==> config.mk <==
export PLATFORM = sky130hd
export DESIGN_NAME = seq_chunk_adder
export DESIGN_NICKNAME = d
export VERILOG_FILES = /design/src/rtl/alu_pkg.sv /design/src/rtl/seq_chunk_adder_slice.sv /design/src/rtl/seq_chunk_adder.sv
export SDC_FILE = /design/constraint.sdc
export NUM_CORES = 1
export LEC_CHECK = 0
export CORE_MARGIN = 10
export CORE_UTILIZATION = 45
export CTS_CLUSTER_DIAMETER = 200
export DETAILED_ROUTE_END_ITERATION = 10
export HOLD_SLACK_MARGIN = 0.06
export PLACE_DENSITY = 0.73
export SYNTH_ARGS = -nofsm -noshare
export SYNTH_HDL_FRONTEND = slang
export SYNTH_SLANG_ARGS = --single-unit
==> constraint.sdc <==
create_clock -name clk -period 4.7 [get_ports clk]
set_input_delay 0.47 -clock clk [delete_from_list [all_inputs] [get_ports clk]]
set_output_delay 0.47 -clock clk [all_outputs]
set_load 0.01 [all_outputs]
==> src/rtl/alu_pkg.sv <==
// Shared ALU definitions: op encoding, add/sub select
// constants, adder FSM states and a sizing helper.
package alu_pkg;

  typedef enum logic {
    ALU_ADD = 1'b0,
    ALU_SUB = 1'b1
  } alu_op_e;

  localparam logic SEL_ADD = 1'b0;
  localparam logic SEL_SUB = 1'b1;

  typedef enum logic {
    IDLE = 1'b0,
    RUN  = 1'b1
  } sca_state_e;

  function automatic int cnt_width(input int n);
    return (n > 1) ? $clog2(n) : 1;
  endfunction

endpackage

==> src/rtl/seq_chunk_adder_slice.sv <==
// Combinational CHUNK-bit ripple-carry slice; also
// exposes the carry into its MSB for overflow detection.
module rca_slice #(
  parameter int CHUNK = 8
) (
  input  logic [CHUNK-1:0] a_chunk,
  input  logic [CHUNK-1:0] b_chunk,
  input  logic             ci,
  output logic [CHUNK-1:0] s_chunk,
  output logic             co,
  output logic             c_msb_in
);

  logic [CHUNK-1:0] p;
  logic [CHUNK-1:0] g;
  logic [CHUNK:0]   c;

  for (genvar i = 0; i < CHUNK; i++) begin : g_fa
    assign p[i]       = a_chunk[i] ^ b_chunk[i];
    assign g[i]       = a_chunk[i] & b_chunk[i];
    assign s_chunk[i] = p[i] ^ c[i];
  end

  // Ripple kept in one process so the chain is evaluated in order.
  always_comb begin
    c[0] = ci;
    for (int i = 0; i < CHUNK; i++) begin
      c[i+1] = g[i] | (p[i] & c[i]);
    end
  end

  assign co       = c[CHUNK];
  assign c_msb_in = c[CHUNK-1];

endmodule

==> src/rtl/seq_chunk_adder.sv <==
// Multi-cycle adder/subtractor: one CHUNK-bit ripple slice
// per clock, LSB chunk first, carry held in a register.
module seq_chunk_adder #(
  parameter int WIDTH = 32,
  parameter int CHUNK = 8
) (
  input  logic             clk,
  input  logic             rst,
  input  logic             start,
  input  logic             sub,
  input  logic [WIDTH-1:0] a,
  input  logic [WIDTH-1:0] b,
  input  logic             cin,
  output logic             busy,
  output logic             done,
  output logic [WIDTH-1:0] sum,
  output logic             cout,
  output logic             ovf
);

  import alu_pkg::*;

  localparam int NCHUNK = WIDTH / CHUNK;
  localparam int CW     = cnt_width(NCHUNK);

  sca_state_e state;
  sca_state_e state_next;

  logic [WIDTH-1:0] a_q;
  logic [WIDTH-1:0] b_q;
  logic [WIDTH-1:0] acc;
  logic [WIDTH-1:0] acc_next;
  logic [WIDTH-1:0] s_ext;
  logic             carry;
  logic [CW-1:0]    k;
  logic [CHUNK-1:0] s_chunk;
  logic             co;
  logic             c_msb;
  logic             accept;
  logic             last;

  assign accept = (state == IDLE) && start;
  assign last   = (k == CW'(NCHUNK - 1));
  assign busy   = (state == RUN);

  // Operands shift right so the slice always sees bits [CHUNK-1:0];
  // results enter the accumulator from the top.
  assign s_ext    = WIDTH'(s_chunk);
  assign acc_next = (acc >> CHUNK) | (s_ext << (WIDTH - CHUNK));

  rca_slice #(
    .CHUNK(CHUNK)
  ) u_slice (
    .a_chunk  (a_q[CHUNK-1:0]),
    .b_chunk  (b_q[CHUNK-1:0]),
    .ci       (carry),
    .s_chunk  (s_chunk),
    .co       (co),
    .c_msb_in (c_msb)
  );

  always_comb begin
    state_next = state;
    unique case (1'b1)
      (state == IDLE): if (start) state_next = RUN;
      (state == RUN):  if (last)  state_next = IDLE;
    endcase
  end

  always_ff @(posedge clk) begin
    if (rst) state <= IDLE;
    else     state <= state_next;
  end

  always_ff @(posedge clk) begin
    if (rst) begin
      a_q   <= '0;
      b_q   <= '0;
      acc   <= '0;
      carry <= 1'b0;
      k     <= '0;
      sum   <= '0;
      cout  <= 1'b0;
      ovf   <= 1'b0;
      done  <= 1'b0;
    end else begin
      done <= 1'b0;
      if (accept) begin
        a_q   <= a;
        b_q   <= (sub == SEL_SUB) ? ~b : b;
        carry <= cin ^ sub;
        k     <= '0;
        acc   <= '0;
      end else if (state == RUN) begin
        a_q   <= a_q >> CHUNK;
        b_q   <= b_q >> CHUNK;
        acc   <= acc_next;
        carry <= co;
        k     <= k + CW'(1);
        if (last) begin
          sum  <= acc_next;
          cout <= co;
          ovf  <= c_msb ^ co;
          done <= 1'b1;
        end
      end
    end
  end

endmodule

# Word-level counts from Yosys, hierarchy flattened
# Cells that the tools add are included.
# op_classes
add_sub_neg	1
mux	11
order_cmp	0
n_eq_ne	1
n_mul	0
div	0
bitwise	46
shift	0
n_reduce_logical	5
# ops
operator	count
32-bit two-way mux	5
32-bit inverter	1
24-bit by 32-bit bitwise OR with 32-bit output	1
1-bit XOR	18
1-bit AND	16
1-bit bitwise OR	8
1-bit two-way mux	5
3-bit AND reduction	1
3-bit OR reduction	1
2-bit by 1-bit adder with 2-bit output, second input constant	1
2-bit equality test, second input constant	1
1-bit inverter	2
1-bit case mux with 2 select lines	1
2-bit nonzero test	1
2-bit OR reduction	1
1-bit logical AND	1
# word_totals
latch_bits	0
rom_bits	0
ramBits	0
register_bits	135
memories	0
out_inout_bits	36

# Logic depth before layout (Yosys ltp)
# Gate-level depths: netlist (run 1).
# logic_depth
word_depth	19
ltp_mapped	13
depth_no_buf	13

# Modules after synthesis
# Synthesis (run 1) repeated with hierarchy kept, for this count alone.
# hier_totals
cells_unflattened	585
area_unflattened_um2	5846.9
# modules_own_cells
module	cells_each	n_inst	area_per_inst_um2	seq_area_each_um2
seq_chunk_adder	567	1	5649.2	2542.4
rca_slice	18	1	197.7	0.0

# Worst setup path before layout (run 1)
# Ideal clock, no wire load.
# synth_path
path_kind	reg-to-reg
start	register a_q[0]
end	register acc[31]
n_path_buf	0
path_stages_with_launch	13
setup_time_ns	0.103
arrival_time_ns	3.677
setup_slack_ns	0.919
path_cell_list	dfxtp_1 inv_1 fa_1 inv_1 fa_1 fa_1 fa_1 fa_1 fa_1 fa_1 inv_1 fa_1 a2111oi_2
# synth_between
elab_chain_cells	17
word_cells_on_any_way	18
# synth_rtl
element	line	text
start: declaration	seq_chunk_adder.sv:29	logic [WIDTH-1:0] a_q;
start signal: assignment	seq_chunk_adder.sv:95	a_q <= a_q >> CHUNK;
1-bit XOR	seq_chunk_adder_slice.sv:19	assign p[i] = a_chunk[i] ^ b_chunk[i];
1-bit AND	seq_chunk_adder_slice.sv:28	c[i+1] = g[i] | (p[i] & c[i]);
1-bit bitwise OR (*)	seq_chunk_adder_slice.sv:28	
1-bit AND (*)	seq_chunk_adder_slice.sv:28	
1-bit bitwise OR (*)	seq_chunk_adder_slice.sv:28	
1-bit AND (*)	seq_chunk_adder_slice.sv:28	
1-bit bitwise OR (*)	seq_chunk_adder_slice.sv:28	
1-bit AND (*)	seq_chunk_adder_slice.sv:28	
1-bit bitwise OR (*)	seq_chunk_adder_slice.sv:28	
1-bit AND (*)	seq_chunk_adder_slice.sv:28	
1-bit bitwise OR (*)	seq_chunk_adder_slice.sv:28	
1-bit AND (*)	seq_chunk_adder_slice.sv:28	
1-bit bitwise OR (*)	seq_chunk_adder_slice.sv:28	
1-bit AND (*)	seq_chunk_adder_slice.sv:28	
1-bit bitwise OR (*)	seq_chunk_adder_slice.sv:28	
1-bit XOR (*)	seq_chunk_adder_slice.sv:21	assign s_chunk[i] = p[i] ^ c[i];
24-bit by 32-bit bitwise OR with 32-bit output (*)	seq_chunk_adder.sv:49	assign acc_next = (acc >> CHUNK) | (s_ext << (WIDTH - CHUNK));
end signal: assignment	seq_chunk_adder.sv:97	acc <= acc_next;
end: declaration	seq_chunk_adder.sv:31	logic [WIDTH-1:0] acc;
# Mark *: on every way between the ends. The rest lies on a longest branch, timed or not.
# A chain may end at the register's enable or synchronous reset.

# Worst setup path in the final report (run 1)
# Same ends and word-level chain as after synthesis.

==> run_results.csv, run 1 <==
group,metric,value,unit
grt,grt_overflow,0,
power_and_ir_drop,clkPwrFrac,0.449,
power_and_ir_drop,comb_power_share,0.109,
place,hpwl,8739,um
clocking,cts.hold.buffers_added,0,
layout,layout_common_cells,"126 x dfxtp_1, 101 x clkdlybuf4s50_1, 55 x mux2i_1",
yosys,synthDominantCellAreaShare,0.4589,
sta,setup_ws,0.7286,ns
critical_path,path_class,"reg -> reg",
layout,finalCoreUtilization,0.5858,
sta,setup-violations-final,0,
routing,num_vias,3961,
grt,antenna_found_initial,0,
sta,rsz0062_at_grt,"no",
grt,grt_util_all_layers,0.1524,
grt,grt_pass1_vias,3999,
clocking,post-cts-setup-buffer-count,0,
clocking,clockBufferDepth,2,
clocking,cts_max_level,4,
clocking,cts_tree,"done",
routing,routed_via_density,5.396,
critical_path,worstSetupEndpointType,"register",
clocking,cts_made_buffers,17,
hold_path,hold_class,"reg -> reg",
power_and_ir_drop,ir_worst_vdd,0.0002673,V
yosys,synth_cell_types,29,
layout,drive_above_1_share,0.1005,
run_status,outcome,"complete, no violations",
routing,routed_wl,12690,um
routing,routedWlPerCell,17.29,um
power_and_ir_drop,swShare,0.2316,
sta,finalMaxSlewViolations,0,
grt,grt_pass1_wl,20760,um
power_and_ir_drop,internal-power,2.026,mW
die,fp.dieW,131.0,um
place,io_buffers,104,
layout,final_common_cell,"dfxtp_1",
routing,route.detailed.drc,0,
yosys,synth_fp_nets,579,
layout,fin_nets,656,
place,numPlacedInstances,706,
die,core_area,12010,um^2
critical_path,critPathRequiredTime,5.01,ns
die,fp.dieH,131.0,um
yosys,synth_top_area_cell,"dfxtp_1",
clocking,root_buffer,"clkbuf_16",
clocking,clkLatencyLatePin,0.41,ns
yosys,yosys-top-cells-area,"dfxtp_1 46%, mux2i_1 9.9%, xnor2_1 5.5%, o221ai_2 5.4%, a22o_1 4.9%",
place,place_congestion,0.8506,
routing,drt_first_pass_iters,4,
routing,ant_nets,0,
yosys,ys_seq_elements,127,
layout,n_fill_cell,1020,
critical_path,start_kind,"register",
sta,period_minus_slack,3.971,ns
sta,fin_setup_tns,0,ns
layout,post-route-cell-area,7037,um^2
layout,area_growth_syn_to_layout,27.01,%
critical_path,arrival,4.28,ns
grt,busiest_layer,"met2",
power_and_ir_drop,p_seq_frac,0.442,
power_and_ir_drop,powerDensity,374.7,nW/um^2
power_and_ir_drop,switchingPower,610.7,uW
die,start_util,0.4613,
sta,final_hold_viol_count,0,
clocking,path_clk_slew,0.05,ns
place,post-place-ws,0.7399,ns
die,ios,105,
flow_run,drv_cap,0,
grt,met1_usage,0.1886,
place,placed_area,6501,um^2
grt,grt_util_met3,0.06406,
sta,fmax,0.2518,GHz
power_and_ir_drop,p_leak,2.572,nW
routing,drt_iter0_drc,255,
grt,grt_max_degree,76,
clocking,cts.sinks,127,
yosys,syn_area_per_cell,11.06,um^2
die,die_area,17150,um^2
sta,slew_headroom,0.1562,
layout,diodes,0,
yosys,ys_seq_area_frac,0.4589,
die,rows,40,
yosys,synth_cells,501,
sta,worst_pin_slew,1.266,ns
grt,grt_util_met2,0.2351,
yosys,synth_warnings,0,
critical_path,worstPathMaxFanout,2,
clocking,cts_resized,0,
sta,fin_skew,0.005269,ns
yosys,syn-cell-area,5540,um^2
sta,period_share,0.8450,
layout,final_cell_count_no_fill,734,
path summary, 6_finish.rpt:
kind / start / end / slack (ns) / cells past startpoint
max: a_q[0] / acc[31] / 0.73 / 12
max reg2reg: a_q[0] / acc[31] / 0.73 / 12
min reg2reg: acc[9] / sum[1] / 0.46 / 1
min: acc[9] / sum[1] / 0.46 / 1
per-stage QoR:
step / hold slack, ns / power (mW)
final: 0.4617 / 2.637
after global routing: 0.4724 / 2.734
after CTS: 0.4695 / 2.661
after detailed placement: 0.4515 / 1.476
after global placement: 0.4556 / 1.469
after floorplan: 0.4415 / 1.377
power by group through the flow:
| stage | sequential (mW) | combinational [mW] | clock [mW] |
|---|---|---|---|
| global route | 1.17 | 0.318 | 1.24 |
| detailed placement | 1.19 | 0.289 | 0 |
| finish | 1.16 | 0.288 | 1.18 |
| CTS | 1.16 | 0.291 | 1.20 |
| global placement | 1.18 | 0.285 | 0 |
| floorplan | 1.17 | 0.207 | 0 |
critical path, cell delays in order (launching register included):
cell and delay, ns:
dfxtp_1 0.31, inv_1 0.07, fa_1 0.16, inv_1 0.05, fa_1 0.40, fa_1 0.41, fa_1 0.39, fa_1 0.39
fa_1 0.39, fa_1 0.41, inv_1 0.08, fa_1 0.44, a2111oi_2 0.36
flip-flops by register name, summed over array words and instances (netlist names):
| name | flops |
|---|---|
| ovf | 1 |
| sum | 32 |
| busy | 1 |
| acc | 24 |
| b_q | 32 |
| carry | 1 |
| a_q | 32 |
| cout | 1 |
| done | 1 |
| k | 2 |
cells in the mapped netlist, drive strengths merged:
library cell,instances
o21a,1
nand3b,1
a21oi,1
o2bb2ai,3
a2111oi,2
nand2,24
nor2b,25
or3b,1
nand2b,1
nor2,18
or2,1
nor3,24
mux2i,55
a211oi,32
ha,1
xnor2,35
or4b,25
fa,8
dfxtp,127
clkbuf,16
a22o,31
inv,9
o221ai,25
buf,35
final cells by class:
cell class / count / area (um^2) / share of cell area
Clock buffer: 21 / 470.5 / 0.06686
Clock inverter: 7 / 65.06 / 0.009246
Inverter: 9 / 33.78 / 0.004801
Multi-Input combinational cell: 314 / 2671 / 0.3796
Sequential cell: 127 / 2546 / 0.3618
Tap cell: 147 / 183.9 / 0.02614
Timing Repair Buffer: 109 / 1066 / 0.1515
per-layer routing:
metal | vias to the layer above | share of wire | routed length, um
li1 | 1987 | - | -
met5 | - | 0 | 0
met4 | 0 | 0.014 | 172
met1 | 1846 | 0.45 | 5746
met2 | 110 | 0.46 | 5838
met3 | 18 | 0.073 | 930
cells by family (layout without fill, tap and decap cells):
family	count (synthesis)	count (layout)	synth area share
and+or+nand+nor	120	120	0.1287
AOI/OAI and AO/OA	95	95	0.1676
adders and majority gates	9	9	0.03116
DFF	127	127	0.4589
xor gates and xnor gates	35	35	0.05533
muxes	55	55	0.09937
buffers and inverters	60	146	0.05894
Note: power is estimated with default switching activity, not from simulation.
==> run 2: changes to the inputs <==
clock period = 3.7 ns   (was 4.7 ns; I/O delays follow)
==> run 2 against run 1 <==
  * Sequential share of layout area decreased by 0.41 points
  * Die area unchanged
  * Worst hold slack improved by 0.0070 ns
  * Non-clock buffer count increased by 2
  * Design area increased by 1.1%
  * Cell count increased by 0.82%
  * First-iteration DRC count increased by 5.5%
  * Wire length increased by 0.87%
  * Flip-flop and latch count unchanged
==> run_results.csv, run 2 (synthesis results as in run 1) <==
group,metric,value,unit
sta,period_share,0.9790,
power_and_ir_drop,p_leak,2.589,nW
routing,routed_via_density,5.400,
layout,final_common_cell,"dfxtp_1",
layout,drive_above_1_share,0.1180,
die,fp.dieW,131.0,um
critical_path,worstSetupEndpointType,"register",
clocking,path_clk_slew,0.05,ns
layout,post-route-cell-area,7117,um^2
clocking,cts_max_level,4,
critical_path,path_buf_inv,3,
die,ios,105,
sta,fin_skew,0.006929,ns
die,core_area,12010,um^2
place,io_buffers,104,
clocking,cts_tree,"done",
routing,routed_wl,12800,um
sta,slew_headroom,0.3277,
die,die_area,17150,um^2
critical_path,cp_common_cell,"fa_2",
layout,diodes,0,
sta,period_minus_slack,3.622,ns
place,place_congestion,0.7970,
layout,area_growth_syn_to_layout,28.46,%
hold_path,hold_class,"reg -> reg",
grt,grt_overflow,0,
grt,grt_util_all_layers,0.1513,
critical_path,start_kind,"register",
power_and_ir_drop,powerDensity,486.6,nW/um^2
clocking,cts_made_buffers,17,
sta,fmax,0.2761,GHz
critical_path,path_cells,"inv_1 > fa_1 > inv_1 > fa_2 > fa_2 > fa_2 > fa_2 > fa_2 > fa_2 > inv_1 > fa_1 > a2111oi_2",
clocking,clkLatencyLatePin,0.41,ns
critical_path,slowest_delay,0.45,ns
power_and_ir_drop,total_power,3.463,mW
grt,antenna_found_initial,1,
critical_path,critPathRequiredTime,4.01,ns
run_status,outcome,"complete, no violations",
place,hpwl,8949,um
sta,final_hold_viol_count,0,
clocking,root_buffer,"clkbuf_16",
layout,n_fill_cell,999,
clocking,cts.hold.buffers_added,0,
critical_path,worstPathMaxFanout,2,
grt,grt_pass1_wl,20630,um
routing,routedWlPerCell,17.29,um
die,fp.dieH,131.0,um
routing,drt_iter0_drc,269,
clocking,clockBufferDepth,2,
flow_run,drv_cap,0,
critical_path,slowest_stage,"fa_1",
die,rows,40,
power_and_ir_drop,ir_worst_vdd,0.0003609,V
critical_path,path_class,"reg -> reg",
routing,ant_nets,0,
grt,grt_pass1_vias,3995,
routing,num_vias,3996,
clocking,cts.sinks,127,
layout,fin_nets,658,
grt,grt_max_degree,70,
sta,finalMaxSlewViolations,0,
die,start_util,0.4613,
place,placed_area,6521,um^2
sta,rsz0062_at_grt,"yes",
layout,top_regs,"a_q (32), b_q (32), sum (32)",
routing,route.detailed.drc,0,
sta,setup-violations-final,0,
layout,layout_common_cells,"126 x dfxtp_1, 101 x clkdlybuf4s50_1, 55 x mux2i_1",
critical_path,crit_family,"adder cells",
routing,drt_first_pass_iters,4,
critical_path,arrival,3.93,ns
sta,worst_pin_slew,1.007,ns
[run 2: final timing paths]
path,cells after the start,endpoint,slack [ns],start
setup / recovery,12,acc[31],0.08,b_q[0]
hold / removal,1,sum[5],0.47,acc[13]
setup reg to reg,12,acc[31],0.08,b_q[0]
hold reg to reg,1,sum[5],0.47,acc[13]
[run 2: metal layers]
metal	vias to the layer above	global-route usage	wire length (um)
met5	-	0	13
met4	2	0.04971	155
met3	16	0.05761	1017
met2	114	0.2369	5921
met1	1868	0.1874	5690
li1	1996	-	-
[run 2: layout make-up]
cell class              instances  area [um^2]  area share
flip-flops and latches        127         2546      0.3578
inverters                       9        33.78    0.004747
well taps                     147        183.9     0.02584
repair buffers                111         1081      0.1519
clock inverters                10        111.4     0.01565
multi-input cells             314         2686      0.3775
clock buffers                  22        474.2     0.06663
[run 2: through the flow]
stage | util | setup slack [ns] | setup TNS [ns] | hold slack [ns] | std cells
2_1_floorplan | - | 0.008589 | 0 | 0.4415 | 501
3_3_place_gp | 0.5429 | -0.08781 | -0.08781 | 0.4559 | 708
3_5_place_dp | 0.5429 | -0.1761 | -0.1761 | 0.4530 | 708
4_1_cts | 0.5925 | 0.04415 | 0 | 0.4705 | 740
5_1_grt | 0.5925 | -0.09175 | -0.09175 | 0.4851 | 740
6_report | 0.5925 | 0.07775 | 0 | 0.4687 | 740
[run 2: repair_timing]
action / CTS / global route
gates resized for setup: 4 / 0
buffers inserted: 0 / 0
setup endpoints to repair: 1 / 1
pin swaps: 2 / 1
[run 2: power breakdown]
group          leakage (nW)  total [mW]  internal, mW  switching [mW]
clock                 0.282        1.62          1.04           0.576
sequential             1.04        1.49          1.43          0.0561
combinational          1.27       0.360         0.190           0.170
==> run 3: changes to the inputs <==
CORE_UTILIZATION = 40   (was 45)
PLACE_DENSITY = 0.66   (was 0.73)
==> run 3 against run 2 <==
  * Combinational power rose by 3%
  * Sequential share of layout area fell by 0.17 points
  * Sequential power barely moved
  * Critical path depth did not move
  * Cell count rose by 3.9%
  * Die area rose by 11%
  * Maximum frequency rose by 1.1%
  * Flip-flop and latch count did not move
  * Clock skew fell by 0.00062 ns
  * Wire length rose by 3.5%
  * Critical path type unchanged
  * Critical endpoint unchanged
==> run_results.csv, run 3 (synthesis results as in run 1) <==
group,metric,value,unit
place,io_buffers,104,
grt,antenna_found_initial,1,
critical_path,ff2ff_setup_slack,0.12,ns
critical_path,worstPathMaxFanout,2,
critical_path,cp_common_cell,"fa_2",
routing,route.detailed.drc,0,
layout,layout_common_cells,"125 x dfxtp_1, 101 x clkdlybuf4s50_1, 55 x mux2i_1",
sta,fmax,0.2792,GHz
hold_path,hold_class,"in -> reg",
die,rows,42,
routing,routed_via_density,5.166,
critical_path,worstSetupEndpointType,"register",
sta,whs,0.3634,ns
clocking,cts_made_buffers,17,
sta,rsz0062_at_grt,"no",
critical_path,start_kind,"register",
critical_path,path_cells,"inv_2 > fa_2 > inv_2 > fa_2 > fa_2 > fa_2 > fa_2 > fa_2 > fa_2 > inv_2 > fa_1 > a2111oi_2",
power_and_ir_drop,p_leak,2.588,nW
layout,final_common_cell,"dfxtp_1",
layout,fin_nets,658,
run_status,outcome,"complete, no violations",
clocking,root_buffer,"clkbuf_16",
layout,diodes,0,
sta,final_hold_viol_count,0,
clocking,clockBufferDepth,2,
die,ios,105,
layout,n_fill_cell,1195,
critical_path,r2r_cells,12,
clocking,clkLatencyLatePin,0.41,ns
power_and_ir_drop,ir_worst_vdd,0.0003277,V
flow_run,drv_cap,0,
grt,grt_pass1_wl,21670,um
place,place_congestion,0.8386,
routing,routedWlPerCell,17.22,um
sta,slew_headroom,0.2210,
critical_path,path_class,"reg -> reg",
grt,grt_overflow,0,
sta,period_minus_slack,3.582,ns
grt,grt_pass1_vias,4083,
die,fp.dieW,137.7,um
power_and_ir_drop,total_power,3.479,mW
routing,num_vias,3973,
critical_path,critPathRequiredTime,4.02,ns
sta,fin_skew,0.006308,ns
sta,setup_ws,0.1184,ns
hold_path,holdPathStages,3,
sta,period_share,0.9680,
routing,routed_wl,13240,um
critical_path,slowest_stage,"fa_1",
sta,setup-violations-final,0,
die,core_area,13400,um^2
layout,top_regs,"a_q (32), b_q (32), sum (32)",
layout,drive_above_1_share,0.1231,
critical_path,r2r_start,"a_q[0]",
critical_path,r2r-end,"acc[31]",
critical_path,slowest_delay,0.43,ns
layout,area_growth_syn_to_layout,29.13,%
sta,finalMaxSlewViolations,0,
routing,ant_nets,0,
die,start_util,0.4134,
routing,drt_iter0_drc,226,
routing,drt_first_pass_iters,4,
hold_path,holdCritStartpoint,"start",
clocking,cts_max_level,4,
die,die_area,18960,um^2
clocking,path_clk_slew,0.05,ns
grt,grt_util_all_layers,0.1445,
place,hpwl,9119,um
clocking,cts_tree,"done",
hold_path,hold_end,"b_q[9]",
critical_path,arrival,3.90,ns
place,post-place-ws,-0.1592,ns
sta,worst_pin_slew,1.163,ns
power_and_ir_drop,powerDensity,486.2,nW/um^2
grt,grt_max_degree,72,
clocking,cts.sinks,127,
die,fp.dieH,137.7,um
-- run 3: cell types whose count changed in the layout (fill, tap and decap cells not counted), sizes merged --
cell and change:
clkbuf +5, clkinv -3, clkinvlp -2
-- run 3: worst max-delay path by stage --
| stage | end | cells after the start | start | slack, ns |
|---|---|---|---|---|
| after floorplan | acc[31] | 12 | a_q[0] | 0.009 |
| after global placement | acc[31] | 12 | a_q[0] | -0.09 |
| after detailed placement | acc[31] | 12 | a_q[0] | -0.16 |
| after CTS | acc[31] | 12 | a_q[0] | 0.006 |
| after global routing | acc[31] | 12 | a_q[0] | 0.002 |
| final | acc[31] | 12 | a_q[0] | 0.12 |
-- run 3: report_power, final --
part           internal (mW)  switching (mW)
Combinational          0.193           0.178
Clock                   1.06           0.562
Sequential              1.43          0.0525
Total                   2.69           0.793
-- run 3: routing by layer --
layer / GRT usage / routed length, um / part of all wire / vias up
met2: 0.2201 / 5940 / 0.45 / 110
met1: 0.1796 / 6027 / 0.46 / 1850
met5: 0 / 0 / 0 / -
li1: - / - / - / 1992
met3: 0.05827 / 1033 / 0.078 / 21
met4: 0.05388 / 239 / 0.018 / 0
-- run 3: stage by stage --
stage,std cells,setup TNS [ns],cell area [um^2],utilization
5_1_grt,769,0,7154,0.5339
2_1_floorplan,501,0,5545,-
4_1_cts,769,0,7151,0.5336
3_5_place_dp,736,-0.1592,6553,0.4890
6_report,769,0,7154,0.5339
3_3_place_gp,736,-0.08964,6553,0.4890
-- run 3: final cells by class --
cell class / instances / area (um^2) / area share
multi-input cells: 314 / 2691 / 0.3762
flip-flops and latches: 127 / 2547 / 0.3561
repair buffers: 111 / 1081 / 0.1511
clock buffers: 27 / 503.0 / 0.07030
well taps: 176 / 220.2 / 0.03078
clock inverters: 5 / 77.57 / 0.01084
inverters: 9 / 33.78 / 0.004722
-- run 3: critical path: cells and delay by family, from the launching register on --
family | cells | cell delay [ns]
adders and majority gates | 8 | 2.72
buffers and inverters | 3 | 0.16
DFF | 1 | 0.32
AOI/OAI and AO/OA | 1 | 0.29
-- run 3: what timing repair did --
action                     CTS  global route
hold buffers                 0             0
hold endpoints to repair     0             0
setup endpoints to repair    1             2
pin swaps                    1             3
gates cloned                 0             0
gates resized for setup      4             6
setup buffers                1             0
==> variant (flow settings as in run 2) <==
`CHUNK` is set to 8 in 2 places; all go to 12.
--- a/src/rtl/seq_chunk_adder_slice.sv
+++ b/src/rtl/seq_chunk_adder_slice.sv
@@ -1,7 +1,7 @@
 // Combinational CHUNK-bit ripple-carry slice; also
 // exposes the carry into its MSB for overflow detection.
 module rca_slice #(
-  parameter int CHUNK = 8
+  parameter int CHUNK = 12
 ) (
   input  logic [CHUNK-1:0] a_chunk,
   input  logic [CHUNK-1:0] b_chunk,
--- a/src/rtl/seq_chunk_adder.sv
+++ b/src/rtl/seq_chunk_adder.sv
@@ -2,7 +2,7 @@
 // per clock, LSB chunk first, carry held in a register.
 module seq_chunk_adder #(
   parameter int WIDTH = 32,
-  parameter int CHUNK = 8
+  parameter int CHUNK = 12
 ) (
   input  logic             clk,
   input  logic             rst,
Function: changed (Yosys sat finds a counterexample within 4 cycles, from zero or initial values and one cycle with rst high).
==> variant against run 2 <==
- the run now ends with setup timing left
- synthesized area shrank 3.6%
- power rose by 3.0%
- worst setup slack got worse by 1400 ps
- die area fell by 3.1%
- non-clock buffer count is 4 higher
- critical path type unchanged
- cell area shrank 1.3%
- sequential cell count down 5
- global-route usage is 1.1 points higher
- routed wire length rose by 1.8%
- highest routed layer is now met4
- largest cell class unchanged
==> variant: results (changes against run 2) <==
post-synthesis register bit count=122 (was 127); cts bufs inserted=17 (unchanged); Total Routing Usage GR=16.3% (was 15.1%); met2 Usage GRT=25.5% (was 23.7%); first-pass GRT wire length=21.6 mm (was 20.6 mm); Final Net Count=645 (was 658); Syn Inst Count=477 (was 501); placed insts=686 (was 708); Signal buf overhead=15.9% (was 15.2%); sequential share of cell area=34.8% (was 35.8%); maximum vdd drop=0.261 mV (was 0.361 mV); M3 GR Usage=5.09% (was 5.76%); DR iter-0 viols=304 (was 269); largest net degree at the start of global routing=48 (was 70); initial antenna violation count=0 (was 1); top cells by area, synth=dfxtp_1 (46%), mux2i_1 (9.4%), xnor2_1 (5.7%), o221ai_2 (5.6%), a22o_1 (5.1%) (was dfxtp_1 (46%), mux2i_1 (9.9%), xnor2_1 (5.5%), o221ai_2 (5.4%), a22o_1 (4.9%)); CP max FO=2 (unchanged); Setup Viol. Count Final=11 (was 0); #MultiIn Comb=299 (was 314); vias post-DR=3911 (was 3996); Post-synth top flop=dfxtp_1 (unchanged); worst hold margin=467 ps (was 469 ps); CP max stage cell=fa_2 (was fa_1); sequential share of the synthesized area=45.7% (was 45.9%); top routing layer in use=met4 (was met5); commonest cells in the netlist=dfxtp_1 (122), mux2i_1 (50), xnor2_1 (35) (was dfxtp_1 (127), mux2i_1 (55), xnor2_1 (35)); multi-input combinational area share=37.5% (was 37.7%); Wirelength per Cell=18.1 microns (was 17.3 microns); hpwl dp=9.31 mm (was 8.95 mm); relative slew slack=32.8% (about the same); syn nets=558 (was 579); Buffers, non-clock=115 (was 111); gp weighted congestion=0.837 (was 0.797); met2 routed WL=6.03 mm (was 5.92 mm); vias in the first global route=4094 (was 3995); skew final=8.63 ps (was 6.93 ps); clock network area share=8.73% (was 8.23%); Pleak=2.58 nW (was 2.59 nW); failing checks=setup timing; routing usage on met1=20.9% (was 18.7%); setup ws final=-1320 ps (was 77.7 ps); outcome=complete, but fails checks (was complete, no violations); Critical Path AT=5330 ps (was 3930 ps); fraction of layout cells with a size suffix above 1=15.6% (was 11.8%); final wirelength=13.0 mm (was 12.8 mm); metal3 WL=804 microns (was 1.02 mm); Post-Route M1 WL=6.03 mm (was 5.69 mm)
[variant: cell types whose count changed after synthesis, sizes merged, moves of 3 or more]
cell and change:
or4b -4, fa +4, nor2b -4, dfxtp -5, nor2 +8, nor3 -5, nand2 -4, o221ai -4
mux2i -5, clkbuf -3
[variant: repair_timing]
item,in CTS,in global routing
resized for setup,9,2
pin swaps,1,0
endpoints found under the setup margin,11,11
buffers inserted,2,0
cloned,0,0
hold buffers,0,0
[variant: critical path: cells and delay by family (launching register included)]
| kind | cells | cell delay, ps |
|---|---|---|
| compound gates | 1 | 310 |
| fa+ha+maj | 12 | 4130 |
| buf+inv | 3 | 160 |
| flops | 1 | 320 |
[variant: final timing paths]
| kind | startpoint | end | cells past startpoint |
|---|---|---|---|
| setup reg to reg | a_q[0] | acc[31] | 16 |
| hold reg to reg | acc[16] | sum[4] | 1 |
| hold / removal | acc[16] | sum[4] | 1 |
| setup / recovery | a_q[0] | acc[31] | 16 |
[variant: kinds of logic after synthesis]
kind of cell	share of synthesized area, %
xor gates and xnor gates	5.74
muxes	9.37
DFF	45.7
buffers and inverters	5.88
adders and majority gates	4.50
AOI/OAI and AO/OA	16.8
and+or+nand+nor	12.0
[variant: power by group]
| group | internal, mW | switching, mW | total (mW) | leakage (nW) |
|---|---|---|---|---|
| Combinational | 0.216 | 0.210 | 0.426 | 1.29 |
| Clock | 1.07 | 0.632 | 1.70 | 0.292 |
| Sequential | 1.38 | 0.0528 | 1.44 | 0.998 |
[variant: stage by stage]
step	cell area [sq um]	setup TNS, ps
6_report	7020	-8350
4_1_cts	7010	-8130
2_1_floorplan	5360	-6300
3_3_place_gp	6360	-7570
3_5_place_dp	6360	-8260
5_1_grt	7020	-9840
